File: src/rtl/pipeline_pkg.sv
// Shared pipeline definitions: datapath/register-address widths and the fetch state encoding.
package pipeline_pkg;
  localparam int XLEN       = 32;
  localparam int REG_ADDR_W = 5;

  typedef enum logic {
    RUN        = 1'b0,
    REDIR_WAIT = 1'b1
  } fetch_state_e;
endpackage

File: src/rtl/load_use_detect.sv
// Flags a load in EX whose destination feeds the instruction in ID; r0 never creates a hazard.
module load_use_detect
  import pipeline_pkg::*;
(
  input  logic                  idex_memread,
  input  logic [REG_ADDR_W-1:0] idex_rt,
  input  logic [REG_ADDR_W-1:0] ifid_rs,
  input  logic [REG_ADDR_W-1:0] ifid_rt,
  output logic                  lu
);

  assign lu = idex_memread && (idex_rt != '0) &&
              ((idex_rt == ifid_rs) || (idex_rt == ifid_rt));

endmodule

File: src/rtl/if_fetch_ctrl.sv
// Fetch-stage control: load-use stalls, branch redirects (held across imem wait) and stall counting.
// state      | meaning
// RUN        | normal fetch, redirects applied immediately
// REDIR_WAIT | taken branch seen while imem busy; target held in pend_pc
module if_fetch_ctrl
  import pipeline_pkg::*;
#(
  parameter int STALL_CNT_W = 16
) (
  input  logic                   clk,
  input  logic                   rst_n,
  input  logic                   imem_ready,
  input  logic                   idex_memread,
  input  logic [REG_ADDR_W-1:0]  idex_rt,
  input  logic [REG_ADDR_W-1:0]  ifid_rs,
  input  logic [REG_ADDR_W-1:0]  ifid_rt,
  input  logic                   branch_taken,
  input  logic [XLEN-1:0]        branch_target,
  output logic                   pc_write,
  output logic                   pc_redirect,
  output logic [XLEN-1:0]        redirect_pc,
  output logic                   ifid_write,
  output logic                   if_flush,
  output logic                   idex_bubble,
  output logic [STALL_CNT_W-1:0] stall_cycles
);

  localparam logic [STALL_CNT_W-1:0] STALL_MAX = {STALL_CNT_W{1'b1}};
  localparam logic [STALL_CNT_W-1:0] STALL_ONE = {{(STALL_CNT_W-1){1'b0}}, 1'b1};

  fetch_state_e    state, next_state;
  logic [XLEN-1:0] pend_pc, pend_next;
  logic            lu;

  load_use_detect u_lu (
    .idex_memread (idex_memread),
    .idex_rt      (idex_rt),
    .ifid_rs      (ifid_rs),
    .ifid_rt      (ifid_rt),
    .lu           (lu)
  );

  always_ff @(posedge clk or negedge rst_n) begin
    if (!rst_n) begin
      state   <= RUN;
      pend_pc <= '0;
    end else begin
      state   <= next_state;
      pend_pc <= pend_next;
    end
  end

  always_comb begin
    next_state  = state;
    pend_next   = pend_pc;
    pc_write    = 1'b1;
    pc_redirect = 1'b0;
    redirect_pc = pend_pc;
    ifid_write  = 1'b1;
    if_flush    = 1'b0;
    idex_bubble = 1'b0;
    if (!rst_n) begin
      // Outputs are forced safe during reset, independent of the clock.
      next_state  = RUN;
      pc_write    = 1'b0;
      ifid_write  = 1'b0;
      if_flush    = 1'b1;
      idex_bubble = 1'b1;
      redirect_pc = '0;
    end else if (lu) begin
      pc_write    = 1'b0;
      ifid_write  = 1'b0;
      idex_bubble = 1'b1;
    end else if (state == RUN && branch_taken) begin
      ifid_write = 1'b0;
      if_flush   = 1'b1;
      if (imem_ready) begin
        pc_redirect = 1'b1;
        redirect_pc = branch_target;
      end else begin
        pc_write   = 1'b0;
        pend_next  = branch_target;
        next_state = REDIR_WAIT;
      end
    end else if (state == REDIR_WAIT) begin
      // Whatever imem returns here is the wrong path, so it is always flushed.
      ifid_write = 1'b0;
      if_flush   = 1'b1;
      if (imem_ready) begin
        pc_redirect = 1'b1;
        next_state  = RUN;
      end else begin
        pc_write = 1'b0;
      end
    end else if (!imem_ready) begin
      pc_write   = 1'b0;
      ifid_write = 1'b0;
      if_flush   = 1'b1;
    end
  end

  always_ff @(posedge clk or negedge rst_n) begin
    if (!rst_n) begin
      stall_cycles <= '0;
    end else if (!pc_write && stall_cycles != STALL_MAX) begin
      stall_cycles <= stall_cycles + STALL_ONE;
    end
  end

  a_no_branch_in_redir_wait : assert property (
    @(posedge clk) disable iff (!rst_n) !(state == REDIR_WAIT && branch_taken)
  );

endmodule

File: config.mk
export PLATFORM = sky130hd
export DESIGN_NAME = if_fetch_ctrl
export DESIGN_NICKNAME = d
export VERILOG_FILES = /design/src/rtl/pipeline_pkg.sv /design/src/rtl/load_use_detect.sv /design/src/rtl/if_fetch_ctrl.sv
export SDC_FILE = /design/constraint.sdc
export NUM_CORES = 1
export LEC_CHECK = 0
export CAP_MARGIN = 20
export CORE_ASPECT_RATIO = 0.75
export CORE_MARGIN = 1.5
export CORE_UTILIZATION = 30
export DETAILED_ROUTE_END_ITERATION = 6
export GPL_TIMING_DRIVEN = 0
export HOLD_SLACK_MARGIN = 0.1
export MAX_ROUTING_LAYER = met4
export PLACE_DENSITY = 0.6
export SLEW_MARGIN = 25
export SYNTH_ARGS = -nofsm -noshare
export SYNTH_HDL_FRONTEND = slang
export SYNTH_SLANG_ARGS = --single-unit
File: constraint.sdc
create_clock -name clk -period 3.5 [get_ports clk]
set_clock_uncertainty 0.15 [all_clocks]
set_input_delay 0.525 -clock clk [delete_from_list [all_inputs] [get_ports clk]]
set_output_delay 0.525 -clock clk [all_outputs]
set_load 0.05 [all_outputs]
Word level (Yosys, flattened, before mapping)
Index checks and enable logic that the tools add are counted.
{"block": "totals", "regBits": 49, "in_bits": 52, "out_inout_bits": 53, "word_cells": 48}
{"block": "op_classes", "addsub": 1, "eq_ne": 5, "mux": 27, "n_bitwise": 3, "reduce_logical": 9}
{"op": "32-bit two-way mux", "count": 4}
{"op": "1-bit two-way mux", "count": 23}
{"op": "16-bit by 1-bit adder with 16-bit output (second input constant)", "count": 1}
{"op": "16-bit inequality test (second input constant)", "count": 1}
{"op": "5-bit equality test", "count": 2}
{"op": "5-bit nonzero test", "count": 1}
{"op": "1-bit logical AND", "count": 4}
{"op": "4-bit AND reduction", "count": 1}
{"op": "3-bit inequality test (second input constant)", "count": 1}
{"op": "1-bit NOT", "count": 3}
{"op": "2-bit inequality test (second input constant)", "count": 1}
{"op": "2-bit AND reduction", "count": 1}
{"op": "1-bit logical NOT", "count": 1}
{"op": "1-bit logical OR", "count": 1}

Logic depth before layout (Yosys ltp)
Gate-level depths: netlist of run 1.
{"block": "depth", "ltp_word": 7, "ltp_mapped": 8, "depth_no_buf": 7}

Cells and area by module
A second synthesis of run 1 with hierarchy kept.
{"block": "hier_totals", "cells_unflattened": 276, "area_unflattened_um2": 2728.9}
{"mod": "if_fetch_ctrl", "n_inst": 1, "cells_per_inst": 259, "area_per_inst_um2": 2603.7, "seq_area_each_um2": 1226.2}
{"mod": "load_use_detect", "n_inst": 1, "cells_per_inst": 17, "area_per_inst_um2": 125.1, "seq_area_each_um2": 0.0}

Worst setup path before layout of run 1
Ideal clock, no wire load.
{"block": "synth_path", "path_type": "input to output", "from": "in idex_rt[1]", "to": "out pc_redirect", "arrival_time_ns": 2.621, "required_time_ns": 2.825, "setup_slack_ns": 0.204, "cell_stages": 4, "path_buffers": 0, "path_cell_list": "nor3_1 nand2_1 a31oi_1 nor2b_1"}
{"block": "synth_between", "elab_chain_cells": 5, "word_cells_on_any_way": 8, "classes_between": "2 x eq/ne; 2 x mux; 4 x reduce/logical"}
{"item": "from (decl)", "line": "if_fetch_ctrl.sv:14", "rtl": "input logic [REG_ADDR_W-1:0] idex_rt,"}
{"item": "5-bit equality test / 5-bit nonzero test (equally long branches)", "line": "load_use_detect.sv:13, load_use_detect.sv:12"}
{"item": "1-bit logical OR / 1-bit logical AND (equally long branches)", "line": "load_use_detect.sv:13, load_use_detect.sv:12"}
{"item": "1-bit logical AND (*)", "line": "load_use_detect.sv:12", "rtl": "assign lu = idex_memread && (idex_rt != '0) &&"}
{"item": "1-bit two-way mux (*)", "line": "if_fetch_ctrl.sv:70", "rtl": "end else if (lu) begin"}
{"item": "1-bit two-way mux (*)", "line": "if_fetch_ctrl.sv:62", "rtl": "if (!rst_n) begin"}
{"item": "to (decl)", "line": "if_fetch_ctrl.sv:20", "rtl": "output logic pc_redirect,"}
Mark *: on every way between the ends. The rest lies on a longest branch, timed or not.

Worst setup path in the final report of run 1
{"block": "layout_path", "from": "in idex_rt[0]", "to": "out ifid_write"}
{"block": "layout_between", "elab_chain_cells": 5, "word_cells_on_any_way": 8, "classes_between": "2 x eq/ne; 2 x mux; 4 x reduce/logical"}
{"item": "5-bit equality test / 5-bit nonzero test (equally long branches)", "line": "load_use_detect.sv:13, load_use_detect.sv:12"}
{"item": "1-bit logical OR / 1-bit logical AND (equally long branches)", "line": "load_use_detect.sv:13, load_use_detect.sv:12"}
{"item": "1-bit logical AND (*)", "line": "load_use_detect.sv:12"}
{"item": "1-bit two-way mux (*)", "line": "if_fetch_ctrl.sv:70"}
{"item": "1-bit two-way mux (*)", "line": "if_fetch_ctrl.sv:62"}
{"item": "to (decl)", "line": "if_fetch_ctrl.sv:22", "rtl": "output logic ifid_write,"}
Marked as above.

==> impl_results.html, run 1 <==
<table>
<tr><th>Metric</th><th>Value</th></tr>
<tr><th colspan="2">Floorplan</th></tr>
<tr><td>Total core area</td><td>9230 µm²</td></tr>
<tr><td>Top-level I/O count</td><td>105</td></tr>
<tr><td>Row count</td><td>30</td></tr>
<tr><td>Starting utilization of the core area</td><td>a little under a third</td></tr>
<tr><td>Vertical die dimension</td><td>roughly 88 µm</td></tr>
<tr><td>Die Wd</td><td>about 120 µm</td></tr>
<tr><td>Die Outline Area</td><td>10,300 µm²</td></tr>
<tr><th colspan="2">Synthesis</th></tr>
<tr><td>Async S/R FF share, synth</td><td>100%</td></tr>
<tr><td>Netlist Area Pre-Place</td><td>2910 µm²</td></tr>
<tr><td>Number of distinct standard cells referenced by the synthesized netlist</td><td>33</td></tr>
<tr><td>EDFF count, synth</td><td>0</td></tr>
<tr><td>Area share of the leading cell type in the synthesized netlist</td><td>42.2%</td></tr>
<tr><td>Syn_area_per_cell</td><td>12.0 µm²</td></tr>
<tr><td>Primary flip-flop cell chosen by synthesis mapping</td><td>sky130_fd_sc_hd__dfrtp_1</td></tr>
<tr><td>Cell count after synthesis</td><td>242</td></tr>
<tr><td>Synthesis Warnings</td><td>0</td></tr>
<tr><td>Dominant cells by area after synthesis</td><td>sky130_fd_sc_hd__dfrtp_1 42%, sky130_fd_sc_hd__mux2_4 15%, sky130_fd_sc_hd__mux2i_1 11%</td></tr>
<tr><td>Area leader, netlist</td><td>sky130_fd_sc_hd__dfrtp_1</td></tr>
<tr><td>Post-synthesis sequential element count</td><td>49</td></tr>
<tr><td>Mapped Nets</td><td>between 200 and 300</td></tr>
<tr><td>Sequential share of the synthesized area</td><td>42.2%</td></tr>
<tr><th colspan="2">Detailed routing</th></tr>
<tr><td>Detailed Routing Iterations Pass 1</td><td>4</td></tr>
<tr><td>Vias/cell</td><td>about 4.4</td></tr>
<tr><td>Final Routed Wirelength</td><td>6840 µm</td></tr>
<tr><td>Routed length per instance</td><td>approximately 14 µm</td></tr>
<tr><td>ANT nets after route</td><td>0</td></tr>
<tr><td>Initial detailed-routing violation count</td><td>60</td></tr>
<tr><td>Post-route DRC</td><td>0</td></tr>
<tr><td>Vias</td><td>between 2,000 and 2,500</td></tr>
<tr><th colspan="2">Worst setup path</th></tr>
<tr><td>Cell family contributing the most delay on the critical path</td><td>buffers and inverters</td></tr>
<tr><td>Type of element launching the critical path</td><td>primary input</td></tr>
<tr><td>Crit-path max cell delay</td><td>slightly below 0.8 ns</td></tr>
<tr><td>Required time reported for the critical path endpoint</td><td>between 2 and 3 ns</td></tr>
<tr><td>Type of the setup path with the least slack</td><td>in2out</td></tr>
<tr><td>Worst Reg2Reg Path Length in Cells</td><td>8</td></tr>
<tr><td>Crit path cell chain</td><td>clkdlybuf4s50_1 &gt; nor3_1 &gt; nand2_1 &gt; a31oi_1 &gt; and2_1 &gt; clkdlybuf4s50_1</td></tr>
<tr><td>Critical Path Stages</td><td>6</td></tr>
<tr><td>Master of the slowest instance on the critical path</td><td>sky130_fd_sc_hd__clkdlybuf4s50_1</td></tr>
<tr><td>Crit Path Max Fanout</td><td>4</td></tr>
<tr><td>Critical path capture point type</td><td>output pin</td></tr>
<tr><td>Data arrival time of the critical path</td><td>2.71 ns</td></tr>
<tr><td>Buffers plus inverters on the worst setup path</td><td>2</td></tr>
<tr><td>Most frequent CP cell</td><td>sky130_fd_sc_hd__clkdlybuf4s50_1</td></tr>
<tr><th colspan="2">Cells and area</th></tr>
<tr><td>Proportion of layout cells with a drive suffix above 1</td><td>about a quarter</td></tr>
<tr><td>ANT cells</td><td>0</td></tr>
<tr><td>Number of non-filler instances in the completed layout</td><td>about 490</td></tr>
<tr><td>Fin nets</td><td>409</td></tr>
<tr><td>Final instance area</td><td>roughly 4200 µm²</td></tr>
<tr><td>Layout overhead on the synthesized area</td><td>43.3%</td></tr>
<tr><td>Post-layout utilization of the core</td><td>a little under half</td></tr>
<tr><th colspan="2">Place</th></tr>
<tr><td>Number of port buffers</td><td>104</td></tr>
<tr><td>RD Place Congestion</td><td>0.691</td></tr>
<tr><td>Area after DPL</td><td>4140 µm²</td></tr>
<tr><td>Instance count after placement with tap cells included</td><td>around 480</td></tr>
<tr><td>HPWL after DPL</td><td>approximately 5000 µm</td></tr>
<tr><th colspan="2">Worst hold path</th></tr>
<tr><td>Hold crit path type</td><td>in2async</td></tr>
<tr><th colspan="2">Timing</th></tr>
<tr><td>Peak Freq</td><td>0.296 GHz</td></tr>
<tr><td>Final count of pins violating max slew</td><td>0</td></tr>
<tr><td>Unrepaired setup endpoints after global routing</td><td>no</td></tr>
<tr><td>Period utilisation layout</td><td>96.7%</td></tr>
<tr><td>Post-route worst hold slack</td><td>approximately 0.19 ns</td></tr>
<tr><td>Endpoints failing hold</td><td>0</td></tr>
<tr><td>Min cycle time layout</td><td>3.38 ns</td></tr>
<tr><td>Worst max-slew margin expressed relative to the limit</td><td>65.4%</td></tr>
<tr><td>Total of endpoints with negative setup slack in the final report</td><td>0</td></tr>
<tr><td>Actual transition at the worst max-transition pin</td><td>0.517 ns</td></tr>
<tr><th colspan="2">GRT</th></tr>
<tr><td>Number of global-route vias before repair</td><td>between 2,000 and 2,500</td></tr>
<tr><td>Maximum number of pins on one net before global-route repair</td><td>46</td></tr>
<tr><td>Number of antenna violations at the first check in global routing</td><td>0</td></tr>
<tr><td>GR Util All Layers</td><td>14.2%</td></tr>
<tr><td>Global-route wire length before repair</td><td>11,000 µm</td></tr>
<tr><td>Grt total ovfl</td><td>0</td></tr>
<tr><th colspan="2">CTS</th></tr>
<tr><td>Total CTS buffers</td><td>5</td></tr>
<tr><td>CTS clk-pin slew, worst paths</td><td>0.07 ns</td></tr>
<tr><td>Clk_lat worst skew</td><td>0.28 ns</td></tr>
<tr><td>Clock tree from TritonCTS</td><td>done</td></tr>
<tr><td>CTS sink count</td><td>49</td></tr>
<tr><td>CTS HTree Levels</td><td>2</td></tr>
<tr><td>Clock Path Buffers</td><td>2</td></tr>
<tr><td>Clock tree root buffer cell</td><td>sky130_fd_sc_hd__clkbuf_16</td></tr>
<tr><th colspan="2">Pwr</th></tr>
<tr><td>Power density relative to cell area</td><td>530 nW/µm²</td></tr>
<tr><td>Leak Pwr</td><td>0.00204 µW</td></tr>
<tr><td>Total power after layout</td><td>2210 µW</td></tr>
<tr><td>Maximum resistive drop on vdd</td><td>0.346 mV</td></tr>
<tr><th colspan="2">Flow run</th></tr>
<tr><td>Number of maximum-capacitance constraint violations</td><td>0</td></tr>
<tr><th colspan="2">Run status</th></tr>
<tr><td>Outcome</td><td>finished clean</td></tr>
</table>
## cells in the mapped netlist, types with 2 or more instances
library cell / number
sky130_fd_sc_hd__a31oi_1: 3
sky130_fd_sc_hd__and2_1: 2
sky130_fd_sc_hd__and3_1: 3
sky130_fd_sc_hd__buf_12: 6
sky130_fd_sc_hd__buf_6: 2
sky130_fd_sc_hd__clkbuf_1: 3
sky130_fd_sc_hd__dfrtp_1: 49
sky130_fd_sc_hd__inv_1: 2
sky130_fd_sc_hd__mux2_1: 4
sky130_fd_sc_hd__mux2_4: 30
sky130_fd_sc_hd__mux2i_1: 32
sky130_fd_sc_hd__nand2_1: 14
sky130_fd_sc_hd__nand2b_1: 2
sky130_fd_sc_hd__nand3_1: 7
sky130_fd_sc_hd__nand3_2: 2
sky130_fd_sc_hd__nand4_1: 5
sky130_fd_sc_hd__nor2_1: 39
sky130_fd_sc_hd__xnor2_1: 22
## report_power, final
| part | switching, µW | internal [µW] |
|---|---|---|
| combinational | 530 | 391 |
| clock | 212 | 285 |
| sequential | 99.6 | 691 |
## layer usage
layer / track usage (%) / part of all wire [%] / up-vias
met1: 20.5 / 50 / 1019
li1: - / - / 1068
met4: 3.29 / 0.88 / 0
met5: - / 0 / -
met3: 3.08 / 6.1 / 5
met2: 20.4 / 43 / 66
## layout by cell type (no fill, tap or decap), types with 6 or more instances in the layout
master and instances:
sky130_fd_sc_hd__nand3_1 7, sky130_fd_sc_hd__nand2_1 14, sky130_fd_sc_hd__mux2_4 30, sky130_fd_sc_hd__nor2_1 39
sky130_fd_sc_hd__buf_2 30, sky130_fd_sc_hd__xnor2_1 22, sky130_fd_sc_hd__clkdlybuf4s50_1 70, sky130_fd_sc_hd__mux2i_1 32
sky130_fd_sc_hd__buf_12 6, sky130_fd_sc_hd__dfrtp_1 49
## worst paths after layout
check / start / end / slack, ns
max: idex_rt[0] / ifid_write / 0.12
min: rst_n / stall_cycles[4] / 0.19
max reg2reg: stall_cycles[0] / stall_cycles[3] / 1.43
min reg2reg: pend_pc[29] / pend_pc[29] / 0.35
max in group asynchronous: rst_n / stall_cycles[0] / 2.54
min in group clk: pend_pc[29] / pend_pc[29] / 0.35
## timing repair
item | in CTS | in global routing
endpoints found under the setup margin | 32 | 33
hold buffers | 2 | 0
resized for setup | 92 | 65
pin swaps | 0 | 0
buffers inserted | 0 | 0
cloned | 0 | 0
endpoints found under the hold margin | 4 | 0
## cell type report
cell class              instances  area, µm²
fillers                       920       5070
clock inverters                 2       13.8
inverters                       2       7.51
clock buffers                   6        139
flip-flops and latches         49       1230
well taps                     128        160
multi-input cells             180       1520
repair buffers                107        946
plain buffers                  11        154
## worst register-to-register path: stages, from the launching register on
cell	delay [ns]
sky130_fd_sc_hd__dfrtp_1	0.44
sky130_fd_sc_hd__ha_1	0.20
sky130_fd_sc_hd__nand3_1	0.13
sky130_fd_sc_hd__nor2_1	0.28
sky130_fd_sc_hd__nand2_1	0.15
sky130_fd_sc_hd__o221a_4	0.28
sky130_fd_sc_hd__buf_6	0.16
sky130_fd_sc_hd__nand4_1	0.11
sky130_fd_sc_hd__xnor2_1	0.12
## per-stage QoR
stage	worst slack, ns	TNS [ns]
after floorplan	0.204	0
after CTS	0.0384	0
after detailed placement	-0.342	-9.68
after global routing	0.0102	0
after global placement	-2.11	-118.26
final	0.116	0
## cell families after synthesis
group | count (synthesis) | share of synthesized area (%)
compound gates | 9 | 3.01
xor+xnor | 23 | 6.92
fa+ha+maj | 1 | 0.430
buf+inv | 13 | 5.55
flops | 49 | 42.2
mux | 67 | 28.4
simple gates | 80 | 13.5
## flip-flops by register name (all words and copies together) (netlist names)
register / flops
pend_pc: 32
stall_cycles: 16
state: 1
No activity file was read; power rests on OpenSTA's default activity.
==> run 2, diff against run 1 <==
==> constraint.sdc (replaced) <==
create_clock -name clk -period 3.5 [get_ports clk]
set_clock_uncertainty 0.15 [all_clocks]
set_input_delay 0.525 -clock clk [delete_from_list [all_inputs] [get_ports clk]]
set_output_delay 0.525 -clock clk [all_outputs]
set_load 0.01 [all_outputs]
==> impl_results.html, run 2 (synthesis gave the netlist of run 1 again) <==
<table>
<tr><th>Metric</th><th>Value</th></tr>
<tr><th colspan="2">Place</th></tr>
<tr><td>HPWL after DPL</td><td>4860 µm</td></tr>
<tr><td>RD Place Congestion</td><td>0.691</td></tr>
<tr><td>Area after DPL</td><td>4140 µm²</td></tr>
<tr><td>Number of port buffers</td><td>around 100</td></tr>
<tr><th colspan="2">Pwr</th></tr>
<tr><td>Proportion of power drawn by the clock network</td><td>25.8%</td></tr>
<tr><td>Power density relative to cell area</td><td>452 nW/µm²</td></tr>
<tr><td>Part of the power in registers</td><td>40.7%</td></tr>
<tr><td>Combinational fraction of design power</td><td>33.5%</td></tr>
<tr><td>Maximum resistive drop on vdd</td><td>between 0.3 and 0.4 mV</td></tr>
<tr><td>Internal power of the cells</td><td>1380 µW</td></tr>
<tr><td>Leak Pwr</td><td>0.00215 µW</td></tr>
<tr><td>Switching share of power</td><td>28.8%</td></tr>
<tr><td>Sw Pwr</td><td>558 µW</td></tr>
<tr><th colspan="2">Detailed routing</th></tr>
<tr><td>Initial detailed-routing violation count</td><td>60</td></tr>
<tr><td>Vias</td><td>2,143</td></tr>
<tr><td>Routed length per instance</td><td>13.8 µm</td></tr>
<tr><td>Final Routed Wirelength</td><td>6690 µm</td></tr>
<tr><td>Vias/cell</td><td>4.43</td></tr>
<tr><td>Detailed Routing Iterations Pass 1</td><td>4</td></tr>
<tr><td>ANT nets after route</td><td>0</td></tr>
<tr><td>Post-route DRC</td><td>0</td></tr>
<tr><th colspan="2">GRT</th></tr>
<tr><td>GR Util All Layers</td><td>13.9%</td></tr>
<tr><td>Number of global-route vias before repair</td><td>2,129</td></tr>
<tr><td>Number of antenna violations at the first check in global routing</td><td>0</td></tr>
<tr><td>Global-route wire length before repair</td><td>roughly 11,000 µm</td></tr>
<tr><td>Grt total ovfl</td><td>0</td></tr>
<tr><td>Maximum number of pins on one net before global-route repair</td><td>53</td></tr>
<tr><th colspan="2">Floorplan</th></tr>
<tr><td>Total core area</td><td>between 9000 and 10,000 µm²</td></tr>
<tr><td>Starting utilization of the core area</td><td>31.5%</td></tr>
<tr><td>Die Wd</td><td>117 µm</td></tr>
<tr><td>Top-level I/O count</td><td>105</td></tr>
<tr><td>Row count</td><td>30</td></tr>
<tr><td>Vertical die dimension</td><td>around 88 µm</td></tr>
<tr><td>Die Outline Area</td><td>roughly 10,000 µm²</td></tr>
<tr><th colspan="2">Worst setup path</th></tr>
<tr><td>Critical path capture point type</td><td>output pin</td></tr>
<tr><td>Data arrival time of the critical path</td><td>2.67 ns</td></tr>
<tr><td>Crit Path Max Fanout</td><td>10</td></tr>
<tr><td>Worst Reg2Reg Path Length in Cells</td><td>8</td></tr>
<tr><td>Required time reported for the critical path endpoint</td><td>2.82 ns</td></tr>
<tr><td>Type of the setup path with the least slack</td><td>in2out</td></tr>
<tr><td>Type of element launching the critical path</td><td>primary input</td></tr>
<tr><th colspan="2">Run status</th></tr>
<tr><td>Outcome</td><td>finished clean</td></tr>
<tr><th colspan="2">Timing</th></tr>
<tr><td>Total of endpoints with negative setup slack in the final report</td><td>0</td></tr>
<tr><td>Actual transition at the worst max-transition pin</td><td>0.483 ns</td></tr>
<tr><td>Min cycle time layout</td><td>3.34 ns</td></tr>
<tr><td>Worst max-slew margin expressed relative to the limit</td><td>67.8%</td></tr>
<tr><td>Unrepaired setup endpoints after global routing</td><td>no</td></tr>
<tr><td>Post-route setup TNS</td><td>0 ns</td></tr>
<tr><td>Endpoints failing hold</td><td>0</td></tr>
<tr><td>Period utilisation layout</td><td>95.5%</td></tr>
<tr><td>Peak Freq</td><td>about 0.3 GHz</td></tr>
<tr><td>Final count of pins violating max slew</td><td>0</td></tr>
<tr><th colspan="2">Cells and area</th></tr>
<tr><td>Max reg flops</td><td>32</td></tr>
<tr><td>Proportion of layout cells with a drive suffix above 1</td><td>16.3%</td></tr>
<tr><td>ANT cells</td><td>0</td></tr>
<tr><td>Final instance area</td><td>4290 µm²</td></tr>
<tr><td>Commonest cells after routing, fill and taps aside</td><td>69 x sky130_fd_sc_hd__clkdlybuf4s50_1, 49 x sky130_fd_sc_hd__dfrtp_1, 39 x sky130_fd_sc_hd__nor2_1</td></tr>
<tr><td>Number of filler cells placed in the layout</td><td>887</td></tr>
<tr><td>Regs by FF count</td><td>pend_pc: 32 flops, stall_cycles: 16 flops, state: 1 flops</td></tr>
<tr><td>Register with the most flip-flops</td><td>pend_pc</td></tr>
<tr><td>Most common library cell in the layout ignoring fill and taps</td><td>sky130_fd_sc_hd__clkdlybuf4s50_1</td></tr>
<tr><td>Layout overhead on the synthesized area</td><td>47.5%</td></tr>
<tr><td>Fin nets</td><td>between 400 and 500</td></tr>
<tr><td>Post-layout utilization of the core</td><td>46.5%</td></tr>
<tr><th colspan="2">CTS</th></tr>
<tr><td>Setup fix buffers added after clock tree synthesis</td><td>0</td></tr>
<tr><td>Clock tree root buffer cell</td><td>sky130_fd_sc_hd__clkbuf_16</td></tr>
<tr><td>Clk_lat worst skew</td><td>0.28 ns</td></tr>
<tr><td>Total CTS buffers</td><td>5</td></tr>
<tr><td>Clock tree from TritonCTS</td><td>done</td></tr>
<tr><td>Clock Path Buffers</td><td>2</td></tr>
<tr><td>CTS clk-pin slew, worst paths</td><td>~0.07 ns</td></tr>
<tr><td>CTS HTree Levels</td><td>2</td></tr>
<tr><td>CTS sink count</td><td>a little under 50</td></tr>
<tr><th colspan="2">Flow run</th></tr>
<tr><td>Number of maximum-capacitance constraint violations</td><td>0</td></tr>
<tr><th colspan="2">Worst hold path</th></tr>
<tr><td>Hold crit path type</td><td>reg2reg</td></tr>
<tr><td>Worst Hold Depth</td><td>1</td></tr>
</table>
## run 2: changes by cell type in the layout (fill, tap and decap cells not counted), moves of 2 or more
cell	delta
sky130_fd_sc_hd__clkbuf_2	-2
sky130_fd_sc_hd__dlygate4sd2_1	+28
sky130_fd_sc_hd__buf_2	-30
sky130_fd_sc_hd__dlymetal6s2s_1	+5
## run 2: metal layers
layer	share of wire [%]	vias up	routed length, µm	GRT usage (%)
met1	51	1010	3440	20.4
met5	0	-	0	-
met2	42	63	2810	19.4
met4	0.90	0	60	3.29
met3	5.7	5	383	3.08
li1	-	1065	-	-
## run 2: path summary, 6_finish.rpt
| path | startpoint | end | slack, ns |
|---|---|---|---|
| max in group asynchronous | rst_n | pend_pc[18] | 2.31 |
| min reg2reg | pend_pc[29] | pend_pc[29] | 0.35 |
| max | idex_rt[3] | redirect_pc[29] | 0.16 |
| min | pend_pc[29] | pend_pc[29] | 0.35 |
| max reg2reg | stall_cycles[0] | stall_cycles[3] | 1.43 |
| min in group asynchronous | rst_n | stall_cycles[3] | 0.44 |
## run 2: area by class of cell
type	count	area, µm²	area share, %
Buffer	11	154	3.59
Clock buffer	6	139	3.24
Sequential cell	49	1230	28.6
Multi-Input combinational cell	180	1540	35.8
Tap cell	128	160	3.73
Clock inverter	2	13.8	0.321
Inverter	2	7.51	0.175
Timing Repair Buffer	106	1060	24.6
## run 2: metrics by stage
stage / worst slack (ns) / hold WS (ns) / power (µW) / std cells
floorplan: 1.08 / 0.0794 / 1160 / 242
global placement: -1.85 / 0.329 / 1470 / 474
detailed placement: -0.0990 / 0.192 / 1480 / 475
CTS: 0.00105 / 0.351 / 1960 / 484
global route: 0.00971 / 0.370 / 2060 / 484
finish: 0.158 / 0.349 / 1940 / 484
## run 2: power groups by stage
stage / logic [µW] / clock network [µW] / registers (µW)
global placement: 679 / 0 / 793
global route: 708 / 542 / 808
finish: 649 / 500 / 789
detailed placement: 687 / 0 / 797
floorplan: 364 / 0 / 795
CTS: 660 / 513 / 789
## run 2: repair_timing
item | in CTS | in global routing
endpoints found under the hold margin | 4 | 0
hold buffers | 1 | 0
pin swaps | 2 | 2
resized for setup | 28 | 8
setup endpoints to repair | 30 | 6
## run 2: worst max-delay path: stages
cell                              delay [ns]
sky130_fd_sc_hd__clkdlybuf4s50_1        0.54
sky130_fd_sc_hd__xnor2_1                0.15
sky130_fd_sc_hd__nand3_2                0.11
sky130_fd_sc_hd__o22ai_4                0.27
sky130_fd_sc_hd__a31o_1                 0.20
sky130_fd_sc_hd__buf_6                  0.15
sky130_fd_sc_hd__buf_12                 0.15
sky130_fd_sc_hd__mux2i_1                0.20
sky130_fd_sc_hd__nor2_1                 0.06
sky130_fd_sc_hd__dlygate4sd2_1          0.30
==> run 3, diff against run 2 <==
--- a/config.mk
+++ b/config.mk
@@ -9,6 +9,7 @@
 export CORE_ASPECT_RATIO = 0.75
 export CORE_MARGIN = 1.5
 export CORE_UTILIZATION = 30
+export CTS_BUF_LIST = sky130_fd_sc_hd__clkbuf_2 sky130_fd_sc_hd__clkbuf_4 sky130_fd_sc_hd__clkbuf_8
 export DETAILED_ROUTE_END_ITERATION = 6
 export GPL_TIMING_DRIVEN = 0
 export HOLD_SLACK_MARGIN = 0.1
==> constraint.sdc (replaced) <==
create_clock -name clk -period 4.2 [get_ports clk]
set_clock_uncertainty 0.15 [all_clocks]
set_input_delay 0.63 -clock clk [delete_from_list [all_inputs] [get_ports clk]]
set_output_delay 0.63 -clock clk [all_outputs]
set_load 0.01 [all_outputs]
==> impl_results.html, run 3 (synthesis gave the netlist of run 1 again) <==
<table>
<tr><th>Metric</th><th>Value</th></tr>
<tr><th colspan="2">Run status</th></tr>
<tr><td>Outcome</td><td>finished clean</td></tr>
<tr><th colspan="2">Place</th></tr>
<tr><td>Instance count after placement with tap cells included</td><td>~480</td></tr>
<tr><td>Worst slack after detailed placement</td><td>~0.39 ns</td></tr>
<tr><td>HPWL after DPL</td><td>about 5000 µm</td></tr>
<tr><td>Number of port buffers</td><td>about 100</td></tr>
<tr><td>Area after DPL</td><td>4140 µm²</td></tr>
<tr><td>RD Place Congestion</td><td>0.691</td></tr>
<tr><th colspan="2">Pwr</th></tr>
<tr><td>Power density relative to cell area</td><td>360 nW/µm²</td></tr>
<tr><td>Combinational fraction of design power</td><td>37.3%</td></tr>
<tr><td>Internal power of the cells</td><td>1070 µW</td></tr>
<tr><td>Leak Pwr</td><td>between 0.0015 and 0.002 µW</td></tr>
<tr><td>Switching share of power</td><td>29.7%</td></tr>
<tr><td>Sw Pwr</td><td>454 µW</td></tr>
<tr><td>Maximum resistive drop on vdd</td><td>~0.22 mV</td></tr>
<tr><td>Proportion of power drawn by the clock network</td><td>between 10% and 20%</td></tr>
<tr><td>Part of the power in registers</td><td>43.1%</td></tr>
<tr><th colspan="2">Timing</th></tr>
<tr><td>Min cycle time layout</td><td>between 3 and 4 ns</td></tr>
<tr><td>Unrepaired setup endpoints after global routing</td><td>no</td></tr>
<tr><td>Worst max-slew margin expressed relative to the limit</td><td>67.5%</td></tr>
<tr><td>Actual transition at the worst max-transition pin</td><td>0.488 ns</td></tr>
<tr><td>Period utilisation layout</td><td>90.0%</td></tr>
<tr><td>Post-route setup TNS</td><td>0 ns</td></tr>
<tr><td>Peak Freq</td><td>between 0.2 and 0.3 GHz</td></tr>
<tr><td>Total of endpoints with negative setup slack in the final report</td><td>0</td></tr>
<tr><td>Post-layout worst setup margin</td><td>0.418 ns</td></tr>
<tr><td>Endpoints failing hold</td><td>0</td></tr>
<tr><td>Final count of pins violating max slew</td><td>0</td></tr>
<tr><td>Post-route worst hold slack</td><td>0.354 ns</td></tr>
<tr><th colspan="2">Floorplan</th></tr>
<tr><td>Die Wd</td><td>117 µm</td></tr>
<tr><td>Die Outline Area</td><td>10,300 µm²</td></tr>
<tr><td>Top-level I/O count</td><td>roughly 110</td></tr>
<tr><td>Row count</td><td>30</td></tr>
<tr><td>Vertical die dimension</td><td>just under 90 µm</td></tr>
<tr><td>Starting utilization of the core area</td><td>31.5%</td></tr>
<tr><td>Total core area</td><td>9230 µm²</td></tr>
<tr><th colspan="2">Worst setup path</th></tr>
<tr><td>Type of element launching the critical path</td><td>primary input</td></tr>
<tr><td>R2r startpoint</td><td>stall_cycles[0]</td></tr>
<tr><td>Buffers plus inverters on the worst setup path</td><td>4</td></tr>
<tr><td>Startpoint of the worst setup timing path</td><td>idex_rt[0]</td></tr>
<tr><td>Crit path cell chain</td><td>clkdlybuf4s50_1 &gt; xnor2_1 &gt; nand3_2 &gt; o22ai_4 &gt; a31o_1 &gt; buf_6 &gt; buf_12 &gt; mux2i_1 &gt; nor2_1 &gt; clkdlybuf4s50_1</td></tr>
<tr><td>Data arrival time of the critical path</td><td>3.00 ns</td></tr>
<tr><td>Most frequent CP cell</td><td>sky130_fd_sc_hd__clkdlybuf4s50_1</td></tr>
<tr><td>Crit-path max cell delay</td><td>approximately 0.5 ns</td></tr>
<tr><td>Cell family contributing the most delay on the critical path</td><td>buffers and inverters</td></tr>
<tr><td>Type of the setup path with the least slack</td><td>in2out</td></tr>
<tr><td>Critical path capture point type</td><td>output pin</td></tr>
<tr><td>Master of the slowest instance on the critical path</td><td>sky130_fd_sc_hd__clkdlybuf4s50_1</td></tr>
<tr><td>Crit Path Max Fanout</td><td>10</td></tr>
<tr><td>Required time reported for the critical path endpoint</td><td>3.42 ns</td></tr>
<tr><th colspan="2">GRT</th></tr>
<tr><td>GR Util All Layers</td><td>13.9%</td></tr>
<tr><td>Number of antenna violations at the first check in global routing</td><td>0</td></tr>
<tr><td>Grt total ovfl</td><td>0</td></tr>
<tr><td>Number of global-route vias before repair</td><td>2,142</td></tr>
<tr><td>Global-route wire length before repair</td><td>around 11,000 µm</td></tr>
<tr><td>Maximum number of pins on one net before global-route repair</td><td>53</td></tr>
<tr><th colspan="2">Cells and area</th></tr>
<tr><td>Proportion of layout cells with a drive suffix above 1</td><td>15.7%</td></tr>
<tr><td>Regs by FF count</td><td>pend_pc: 32 flops, stall_cycles: 16 flops, state: 1 flops</td></tr>
<tr><td>Number of filler cells placed in the layout</td><td>between 800 and 900</td></tr>
<tr><td>Register with the most flip-flops</td><td>pend_pc</td></tr>
<tr><td>Fin nets</td><td>408</td></tr>
<tr><td>Max reg flops</td><td>32</td></tr>
<tr><td>Layout overhead on the synthesized area</td><td>45.8%</td></tr>
<tr><td>Commonest cells after routing, fill and taps aside</td><td>103 x sky130_fd_sc_hd__clkdlybuf4s50_1, 49 x sky130_fd_sc_hd__dfrtp_1, 39 x sky130_fd_sc_hd__nor2_1</td></tr>
<tr><td>Final instance area</td><td>about 4200 µm²</td></tr>
<tr><td>Most common library cell in the layout ignoring fill and taps</td><td>sky130_fd_sc_hd__clkdlybuf4s50_1</td></tr>
<tr><td>ANT cells</td><td>0</td></tr>
<tr><td>Number of non-filler instances in the completed layout</td><td>484</td></tr>
<tr><th colspan="2">Worst hold path</th></tr>
<tr><td>Hold crit path type</td><td>reg2reg</td></tr>
<tr><td>Worst Min Path Start</td><td>stall_cycles[9]</td></tr>
<tr><th colspan="2">Detailed routing</th></tr>
<tr><td>Post-route DRC</td><td>0</td></tr>
<tr><td>ANT nets after route</td><td>0</td></tr>
<tr><td>Final Routed Wirelength</td><td>6680 µm</td></tr>
<tr><td>Initial detailed-routing violation count</td><td>45</td></tr>
<tr><td>Detailed Routing Iterations Pass 1</td><td>4</td></tr>
<tr><td>Routed length per instance</td><td>13.8 µm</td></tr>
<tr><td>Vias</td><td>~2,200</td></tr>
<tr><td>Vias/cell</td><td>4.45</td></tr>
<tr><th colspan="2">CTS</th></tr>
<tr><td>Total CTS buffers</td><td>5</td></tr>
<tr><td>CTS sink count</td><td>49</td></tr>
<tr><td>Post-CTS resize count</td><td>0</td></tr>
<tr><td>CTS clk-pin slew, worst paths</td><td>0.10 ns</td></tr>
<tr><td>Clock tree from TritonCTS</td><td>done</td></tr>
<tr><td>Clock tree root buffer cell</td><td>sky130_fd_sc_hd__clkbuf_8</td></tr>
<tr><td>Clk_lat worst skew</td><td>0.30 ns</td></tr>
<tr><td>CTS HTree Levels</td><td>2</td></tr>
<tr><td>Clock Path Buffers</td><td>2</td></tr>
<tr><th colspan="2">Flow run</th></tr>
<tr><td>Number of maximum-capacitance constraint violations</td><td>0</td></tr>
</table>
[run 3: changes by cell type in the layout (fill, tap and decap cells not counted), sizes merged]
cell / change
clkdlybuf4s50: +34
dlygate4sd2: -28
dlymetal6s2s: -6
[run 3: layout make-up]
| class | count | area (µm²) | share of cell area (%) |
|---|---|---|---|
| multi-input cells | 180 | 1520 | 35.9 |
| flip-flops and latches | 49 | 1230 | 28.9 |
| repair buffers | 106 | 1080 | 25.4 |
| well taps | 128 | 160 | 3.78 |
| plain buffers | 11 | 154 | 3.63 |
| clock buffers | 6 | 82.6 | 1.95 |
| clock inverters | 2 | 13.8 | 0.324 |
| inverters | 2 | 7.51 | 0.177 |
[run 3: routing by layer]
| metal | GRT usage, % | routed length [µm] | share of wire, % |
|---|---|---|---|
| met1 | 20.3 | 3380 | 51 |
| met2 | 19.4 | 2830 | 42 |
| met3 | 2.88 | 401 | 6.0 |
| met4 | 3.61 | 60 | 0.90 |
| met5 | - | 0 | 0 |
[run 3: path summary, 6_finish.rpt]
check / slack [ns] / depth (start not counted) / endpoint
max reg2reg: 2.15 / 8 / stall_cycles[3]
min: 0.35 / 1 / stall_cycles[9]
min reg2reg: 0.35 / 1 / stall_cycles[9]
max in group asynchronous: 2.93 / 3 / pend_pc[4]
min in group asynchronous: 0.52 / 2 / stall_cycles[3]
max: 0.42 / 10 / redirect_pc[29]
[run 3: power by group through the flow]
stage               combinational, µW  clock (µW)  sequential, µW
floorplan                         303           0             662
global placement                  566           0             660
detailed placement                573           0             665
CTS                               576         315             657
global route                      617         336             673
finish                            568         300             657
[run 3: stage by stage]
stage	utilization [%]	total power [µW]
2_1_floorplan	-	965
3_3_place_gp	44.5	1230
3_5_place_dp	44.8	1240
4_1_cts	45.9	1550
5_1_grt	45.9	1630
6_report	45.9	1530
[run 3: repair_timing]
item                                    4_1_cts  5_1_grt
endpoints found under the hold margin         4        0
buffers inserted                              0        0
endpoints found under the setup margin        0        0
hold buffers                                  1        0
